[src/rtl/wb_host_sequencer_if.sv]
// Wishbone classic bus bundle between the host sequencer (master) and
// the RRAM IMC slave port. Signal names keep the initiator's view.
interface wb_host_sequencer_if #(
  parameter int AW = 32,
  parameter int DW = 32
);
  logic            wbm_cyc_o;
  logic            wbm_stb_o;
  logic            wbm_we_o;
  logic [AW-1:0]   wbm_adr_o;
  logic [DW-1:0]   wbm_dat_o;
  logic [DW/8-1:0] wbm_sel_o;
  logic [DW-1:0]   wbm_dat_i;
  logic            wbm_ack_i;

  modport master (
    output wbm_cyc_o, wbm_stb_o, wbm_we_o, wbm_adr_o, wbm_dat_o, wbm_sel_o,
    input  wbm_dat_i, wbm_ack_i
  );

  modport slave (
    input  wbm_cyc_o, wbm_stb_o, wbm_we_o, wbm_adr_o, wbm_dat_o, wbm_sel_o,
    output wbm_dat_i, wbm_ack_i
  );
endinterface

[src/rtl/wb_host_sequencer.sv]
// Wishbone classic single-transfer initiator. One accepted command becomes
// one bus cycle; the result is offered on a valid/ready response port.
// Optional ack timeout is compiled in with the WB_HOST_TIMEOUT_EN macro.
module wb_host_sequencer #(
  parameter int AW             = 32,
  parameter int DW             = 32,
  parameter int TIMEOUT_CYCLES = 255,
  parameter int CNT_W          = 16
) (
  input  logic                  clk,
  input  logic                  rst_n,
  // command port
  input  logic                  cmd_valid,
  output logic                  cmd_ready,
  input  logic                  cmd_we,
  input  logic [AW-1:0]         cmd_adr,
  input  logic [DW-1:0]         cmd_wdata,
  input  logic [DW/8-1:0]       cmd_sel,
  // response port
  output logic                  rsp_valid,
  input  logic                  rsp_ready,
  output logic [DW-1:0]         rsp_rdata,
  output logic                  rsp_err,
  // Wishbone master side
  wb_host_sequencer_if.master   wb,
  // status
  output logic                  busy,
  output logic [CNT_W-1:0]      txn_count
);

  if (TIMEOUT_CYCLES < 1) begin : g_bad_timeout
    $error("TIMEOUT_CYCLES must be >= 1");
  end

  typedef enum logic [1:0] {
    IDLE = 2'd0,
    BUS  = 2'd1,
    RESP = 2'd2
  } state_t;

  state_t            r_state;
  logic              r_cyc;
  logic              r_stb;
  logic              r_we;
  logic [AW-1:0]     r_adr;
  logic [DW-1:0]     r_dat;
  logic [DW/8-1:0]   r_sel;
  logic              r_rsp_valid;
  logic [DW-1:0]     r_rsp_rdata;
  logic [CNT_W-1:0]  r_txn_count;

`ifdef WB_HOST_TIMEOUT_EN
  localparam int TW = $clog2(TIMEOUT_CYCLES + 1);
  localparam logic [TW-1:0] WAIT_LAST = TW'(TIMEOUT_CYCLES - 1);
  logic [TW-1:0]     r_wait;
  logic              r_rsp_err;
`endif

  // Sequencer FSM: accept, run one bus cycle, hold response until consumed
  always_ff @(posedge clk or negedge rst_n) begin
    if (!rst_n) begin
      r_state     <= IDLE;
      r_cyc       <= 1'b0;
      r_stb       <= 1'b0;
      r_we        <= 1'b0;
      r_adr       <= '0;
      r_dat       <= '0;
      r_sel       <= '0;
      r_rsp_valid <= 1'b0;
      r_rsp_rdata <= '0;
      r_txn_count <= '0;
`ifdef WB_HOST_TIMEOUT_EN
      r_wait      <= '0;
      r_rsp_err   <= 1'b0;
`endif
    end else begin
      case (r_state)
        IDLE: begin
          if (cmd_valid) begin
            r_cyc   <= 1'b1;
            r_stb   <= 1'b1;
            r_we    <= cmd_we;
            r_adr   <= cmd_adr;
            r_dat   <= cmd_wdata;
            r_sel   <= cmd_sel;
`ifdef WB_HOST_TIMEOUT_EN
            r_wait  <= '0;
`endif
            r_state <= BUS;
          end
        end
        BUS: begin
          // ack on the timeout edge still counts as a normal completion
          if (wb.wbm_ack_i) begin
            r_cyc       <= 1'b0;
            r_stb       <= 1'b0;
            r_we        <= 1'b0;
            r_rsp_rdata <= r_we ? '0 : wb.wbm_dat_i;
            r_rsp_valid <= 1'b1;
            r_txn_count <= r_txn_count + 1'b1;
`ifdef WB_HOST_TIMEOUT_EN
            r_rsp_err   <= 1'b0;
`endif
            r_state     <= RESP;
          end
`ifdef WB_HOST_TIMEOUT_EN
          else if (r_wait == WAIT_LAST) begin
            r_cyc       <= 1'b0;
            r_stb       <= 1'b0;
            r_we        <= 1'b0;
            r_rsp_rdata <= '0;
            r_rsp_err   <= 1'b1;
            r_rsp_valid <= 1'b1;
            r_txn_count <= r_txn_count + 1'b1;
            r_state     <= RESP;
          end else begin
            r_wait      <= r_wait + 1'b1;
          end
`endif
        end
        RESP: begin
          // no accept here: the next command waits for the IDLE edge
          if (rsp_ready) begin
            r_rsp_valid <= 1'b0;
            r_state     <= IDLE;
          end
        end
        default: begin
          r_state <= IDLE;
          r_cyc   <= 1'b0;
          r_stb   <= 1'b0;
          r_we    <= 1'b0;
        end
      endcase
    end
  end

  assign cmd_ready    = (r_state == IDLE);
  assign busy         = (r_state != IDLE);
  assign rsp_valid    = r_rsp_valid;
  assign rsp_rdata    = r_rsp_rdata;
  assign txn_count    = r_txn_count;
`ifdef WB_HOST_TIMEOUT_EN
  assign rsp_err      = r_rsp_err;
`else
  assign rsp_err      = 1'b0;
`endif

  assign wb.wbm_cyc_o = r_cyc;
  assign wb.wbm_stb_o = r_stb;
  assign wb.wbm_we_o  = r_we;
  assign wb.wbm_adr_o = r_adr;
  assign wb.wbm_dat_o = r_dat;
  assign wb.wbm_sel_o = r_sel;

endmodule

[src/flat_wrapper.sv]
// flat-port wrapper written by rule: the top's interface ports become plain ports
module wb_host_sequencer_flat 
#(
  parameter int AW             = 32,
  parameter int DW             = 32,
  parameter int TIMEOUT_CYCLES = 255,
  parameter int CNT_W          = 16
)
  (clk, rst_n, cmd_valid, cmd_ready, cmd_we, cmd_adr, cmd_wdata, cmd_sel, rsp_valid, rsp_ready, rsp_rdata, rsp_err, busy, txn_count, wb_wbm_cyc_o, wb_wbm_stb_o, wb_wbm_we_o, wb_wbm_adr_o, wb_wbm_dat_o, wb_wbm_sel_o, wb_wbm_dat_i, wb_wbm_ack_i);
  wb_host_sequencer_if #(.AW(AW), .DW(DW)) wb_i ();
  input  logic clk;
  input  logic rst_n;
  input  logic cmd_valid;
  output logic cmd_ready;
  input  logic cmd_we;
  input  logic [AW-1:0] cmd_adr;
  input  logic [DW-1:0] cmd_wdata;
  input  logic [DW/8-1:0] cmd_sel;
  output logic rsp_valid;
  input  logic rsp_ready;
  output logic [DW-1:0] rsp_rdata;
  output logic rsp_err;
  output logic busy;
  output logic [CNT_W-1:0] txn_count;
  output wire logic [$bits(wb_i.wbm_cyc_o)-1:0] wb_wbm_cyc_o;
  output wire logic [$bits(wb_i.wbm_stb_o)-1:0] wb_wbm_stb_o;
  output wire logic [$bits(wb_i.wbm_we_o)-1:0] wb_wbm_we_o;
  output wire logic [$bits(wb_i.wbm_adr_o)-1:0] wb_wbm_adr_o;
  output wire logic [$bits(wb_i.wbm_dat_o)-1:0] wb_wbm_dat_o;
  output wire logic [$bits(wb_i.wbm_sel_o)-1:0] wb_wbm_sel_o;
  input wire logic [$bits(wb_i.wbm_dat_i)-1:0] wb_wbm_dat_i;
  input wire logic [$bits(wb_i.wbm_ack_i)-1:0] wb_wbm_ack_i;
  assign wb_wbm_cyc_o = wb_i.wbm_cyc_o;
  assign wb_wbm_stb_o = wb_i.wbm_stb_o;
  assign wb_wbm_we_o = wb_i.wbm_we_o;
  assign wb_wbm_adr_o = wb_i.wbm_adr_o;
  assign wb_wbm_dat_o = wb_i.wbm_dat_o;
  assign wb_wbm_sel_o = wb_i.wbm_sel_o;
  assign wb_i.wbm_dat_i = wb_wbm_dat_i;
  assign wb_i.wbm_ack_i = wb_wbm_ack_i;
  wb_host_sequencer #(.AW(AW), .DW(DW), .TIMEOUT_CYCLES(TIMEOUT_CYCLES), .CNT_W(CNT_W)) u_core (.clk(clk), .rst_n(rst_n), .cmd_valid(cmd_valid), .cmd_ready(cmd_ready), .cmd_we(cmd_we), .cmd_adr(cmd_adr), .cmd_wdata(cmd_wdata), .cmd_sel(cmd_sel), .rsp_valid(rsp_valid), .rsp_ready(rsp_ready), .rsp_rdata(rsp_rdata), .rsp_err(rsp_err), .wb(wb_i), .busy(busy), .txn_count(txn_count));
endmodule
[config.mk]
export PLATFORM = sky130hd
export DESIGN_NAME = wb_host_sequencer_flat
export DESIGN_NICKNAME = d
export VERILOG_FILES = /design/src/rtl/wb_host_sequencer_if.sv /design/src/rtl/wb_host_sequencer.sv /design/src/flat_wrapper.sv
export SDC_FILE = /design/constraint.sdc
export NUM_CORES = 1
export LEC_CHECK = 0
export BUFFER_PORTS_ARGS = -buffer_cell sky130_fd_sc_hd__buf_2
export CORE_ASPECT_RATIO = 1.25
export CORE_MARGIN = 2
export CORE_UTILIZATION = 52
export CTS_BUF_LIST = sky130_fd_sc_hd__clkbuf_4 sky130_fd_sc_hd__clkbuf_8
export DETAILED_ROUTE_END_ITERATION = 6
export PLACE_DENSITY = 0.88
export REMOVE_ABC_BUFFERS = 1
export SYNTH_ARGS = -nofsm -noshare
export SYNTH_HDL_FRONTEND = slang
export SYNTH_SLANG_ARGS = --single-unit
[constraint.sdc]
create_clock -name clk -period 5.28 [get_ports clk]
set_clock_uncertainty 0.15 [all_clocks]
set_input_delay 1.056 -clock clk [delete_from_list [all_inputs] [get_ports clk]]
set_output_delay 1.056 -clock clk [all_outputs]
set_load 0.02 [all_outputs]
# [Word-level counts from Yosys, hierarchy flattened]
# Index checks and enable logic that the tools add are counted.
[op_classes] addsub=1 n_eq_ne=5 n_mux=13 n_bitwise=1 n_reduce_logical=8
[op_table] cell="$mux 32" count=1
[op_table] cell="$add 16x1->16 const B" count=1
[op_table] cell="$reduce_and 3->1" count=3
[op_table] cell="$mux 2" count=3
[op_table] cell="$ne 2x2->1 const B" count=3
[op_table] cell="$pmux 1 s3" count=2
[op_table] cell="$pmux 2 s3" count=1
[op_table] cell="$mux 1" count=5
[op_table] cell="$reduce_and 2->1" count=2
[op_table] cell="$reduce_bool 2->1" count=2
[op_table] cell="$eq 2x1->1 const B" count=1
[op_table] cell="$eq 2x2->1 const B" count=1
[op_table] cell="$logic_not 2->1" count=1
[op_table] cell="$pmux 1 s2" count=1
[op_table] cell="$not 1->1" count=1
[totals] register_bits=121 in_bits=106 output_inout_bits=123 wordCells=37

# [Logic depth before layout (Yosys ltp)]
[logic_depth] ltp_word=3 ltp_mapped=7 mapped_depth_nobuf=4

# [Worst setup path after synthesis]
# Ideal clock, no wire load.
[synth_path] kind="input to register" from="in wb_wbm_ack_i" to="reg u_core.r_txn_count[13] (netlist: u_core.txn_count[13])" setup_time_ns=0.080 arrival_ns=1.898 required_ns=5.050 setup_slack_ns=3.152 cell_stages=4 path_buffers=0 path_cell_list="nand3b_1 -> nor4_2 -> nor3b_1 -> xnor2_1"
[synth_between] elab_chain_cells=1
[synth_rtl] item="from (decl)" line="flat_wrapper.sv:32" text="input wire logic [$bits(wb_i.wbm_ack_i)-1:0] wb_wbm_ack_i;"
[synth_rtl] item="$reduce_and 2->1 (no line)"
[synth_rtl] item="to (signal assigned)" line="wb_host_sequencer.sv:100" text="r_txn_count <= r_txn_count + 1'b1;"
[synth_rtl] item="to (decl)" line="wb_host_sequencer.sv:50" text="logic [CNT_W-1:0] r_txn_count;"
# Every way passes these cells.
# A chain may end at the register's enable or synchronous reset.

# [Worst setup path after layout]
[layout_path] from="reg u_core.r_we (netlist: u_core.wb.wbm_we_o)" to="out wb_wbm_we_o"
[layout_rtl] item="from (decl)" line="wb_host_sequencer.sv:44" text="logic r_we;"
[layout_rtl] item="from (signal assigned)" line="wb_host_sequencer.sv:82" text="r_we <= cmd_we;"
[layout_rtl] item="to (decl)" line="flat_wrapper.sv:27" text="output wire logic [$bits(wb_i.wbm_we_o)-1:0] wb_wbm_we_o;"
# No word-level cell between the ends.

==> impl_metrics.tcl <==
set metrics [dict create \
    worst-path-buf-inv 1 \
    drtIter0Drc 91 \
    placement_rows 39 \
    antenna_found_initial 1 \
    synth_seq_cells 121 \
    hold_violations 0 \
    numCtsBuffers 17 \
    cts_tree "done" \
    cp.required_ns 4.07 \
    status "finished, final reports clean" \
    multi_input_area_mm2 0.00172 \
    cts_hold_buf 0 \
    report.final.setup_viol 0 \
    min_to "u_core.txn_count[15]" \
    use_met1_pct 26.8 \
    p_leak_nw 3.35 \
    grt_start_max_net_pins 71 \
    cp_top_family "flip-flops" \
    rr_startpoint "u_core.r_state[0]" \
    rsz0062_at_grt "no" \
    hold_class "flop to flop" \
    cts.repair.resized 0 \
    relSlewSlack_pct 35.6 \
    cpPeakStageDelay_ns 0.88 \
    ant_nets 0 \
    cts.sinks 121 \
    via_per_inst 4.93 \
    wl_per_cell_um 16.0 \
    seqCellArea_mm2 0.00303 \
    top_usage_layer "met2" \
    total_power_mw 4.28 \
    nets 709 \
    dieHeight_um 113 \
    ys.flop_type "dfrtp_1" \
    gp_congestion 0.775 \
    wirelength_mm 11.8 \
    clk_pin_slew_ns 0.07 \
    path_class "flop to output port" \
    final.setup.tns_ns 0 \
    route.detailed.drc 0 \
    ys_seq_area_share_pct 61.8 \
    period_share_pct 53.3 \
    syn_avg_cell_area_um2 13.1 \
    start_util_pct 53.5 \
    area_growth_pct 32.6 \
    ioPinCount 229 \
    worstMarginPinSlew_ns 0.966 \
    reg2reg_to "u_core.wb.wbm_adr_o[10]" \
    worst_hold_startpoint "u_core.txn_count[15]" \
    die_x_um 90.9 \
    synth-edff-count 0 \
    io_buffers 227 \
    ff2ff_setup_slack_ns 2.91 \
    clockBufferDepth 2 \
    hold_ws_ns 0.319 \
    cp-start-kind "flop" \
    dp_hpwl_mm 8.73 \
    grt_util_met2_pct 40.5 \
    worstRegToRegCells 4 \
    clk_latency_ns 0.42 \
    die_area_mm2 0.0102 \
    dr_total_vias 3644 \
    synth_area_mm2 0.00490 \
    min_path_cells 1 \
    synthArstFlopShare_pct 100 \
    root_buffer "clkbuf_8" \
    nFillCells 697 \
    fin_crit_ns 2.81 \
    yosys_warnings 0 \
    clock.fmax_mhz 356 \
    cts-htree-levels 4 \
    setup.worst_path.end_class "output port" \
    maxCapViolations 0 \
    syn_inst 374 \
    core_mm2 0.00917 \
    overflow 0 \
    grt_pass1_vias 3733 \
    path_max_fanout 35 \
    grt_first_pass_wirelength_mm 19.0 \
    slowest_stage "dfrtp_1" \
    ir_drop_uv 319 \
    firstDrtPassIters 4 \
    drv_slew 0 \
    power.density_mw_per_mm2 658 \
    worstPathCellList "buf_2" \
    arrival_ns 1.61 \
    layout-drive-gt1-share_pct 54.5 \
    synth_cell_types 33 \
    postCtsSetupBuffers 0 \
    grt_use_met3_pct 8.79 \
    track_usage_pct 23.9 \
]
-- per-stage QoR --
| stage | util (%) | worst slack (ns) | area [µm²] | instances |
|---|---|---|---|---|
| CTS | 70.9 | 2.38 | 6500 | 738 |
| detailed placement | 66.4 | 2.59 | 6090 | 706 |
| finish | 70.9 | 2.47 | 6500 | 739 |
| global route | 70.9 | 2.34 | 6500 | 739 |
| floorplan | - | 1.96 | 4780 | 353 |
| global placement | 66.4 | 2.65 | 6090 | 706 |
-- routing by layer --
layer	vias up	wire length, µm
met5	-	0
met2	156	5960
met4	0	411
li1	1715	-
met3	33	936
met1	1740	4480
-- state kept, by name, summed over array words and instances (netlist names) --
name and flops:
u_core.wb.wbm_sel_o 4, u_core.wb.wbm_cyc_o 1, u_core.rsp_rdata 32, u_core.txn_count 16, u_core.r_state 2, u_core.rsp_valid 1, u_core.wb.wbm_dat_o 32, u_core.wb.wbm_we_o 1
u_core.wb.wbm_adr_o 32
-- cells by family after synthesis --
group	Yosys count	synth area share, %
AO/OA/AOI/OAI	40	4.24
flip-flops	121	61.8
buffers and inverters	28	3.09
AND/OR/NAND/NOR	99	10.5
adder cells (fa/ha/maj)	1	0.255
multiplexers	69	17.4
XOR/XNOR	15	2.68
other	1	0.0765
-- synthesized netlist by cell type (all sizes together) (3+ instances only) --
cell / count / area, µm²
dfrtp: 121 / 3030
mux2: 69 / 852
nand2: 41 / 154
o21ai: 35 / 175
nand2b: 34 / 213
buf: 13 / 95.1
xnor2: 10 / 87.6
clkbuf: 8 / 30.0
inv: 7 / 26.3
nor2: 5 / 18.8
xor2: 5 / 43.8
nand4: 3 / 18.8
nor3: 3 / 15.0
-- where the power goes --
group          leakage (nW)  internal, mW  total, mW  switching, mW
Combinational          1.68         0.773       1.82           1.05
Clock                 0.208         0.480      0.835          0.355
Sequential             1.47          1.34       1.62          0.278
Total                  3.35          2.59       4.28           1.68
-- worst max-delay path by stage --
stage / depth (start not counted) / startpoint / end / slack [ns]
after global routing: 1 / u_core.wb.wbm_we_o / wb_wbm_we_o / 2.34
after floorplan: 4 / wb_wbm_ack_i / u_core.txn_count[13] / 1.96
after CTS: 1 / u_core.wb.wbm_we_o / wb_wbm_we_o / 2.38
after detailed placement: 3 / cmd_valid / u_core.wb.wbm_dat_o[13] / 2.59
after global placement: 3 / cmd_valid / u_core.wb.wbm_dat_o[30] / 2.65
final: 1 / u_core.wb.wbm_we_o / wb_wbm_we_o / 2.47
-- placed cells by master (no fill, tap or decap), types with 10 or more instances in the layout --
cell and n:
buf_2 226, mux2_2 49, o21ai_0 35, xnor2_1 10, nand2b_1 34, clkbuf_8 18
mux2_4 20, nand2_1 41, dfrtp_1 121
-- cell type report --
| type | count | area share [%] |
|---|---|---|
| Tap cell | 123 | 2.37 |
| Timing Repair Buffer | 230 | 17.9 |
| Clock buffer | 19 | 3.92 |
| Clock inverter | 13 | 2.35 |
| Antenna cell | 1 | 0.0385 |
| Sequential cell | 121 | 46.6 |
| Multi-Input combinational cell | 225 | 26.5 |
| Inverter | 7 | 0.404 |
Note: power is estimated with default switching activity, not from simulation.
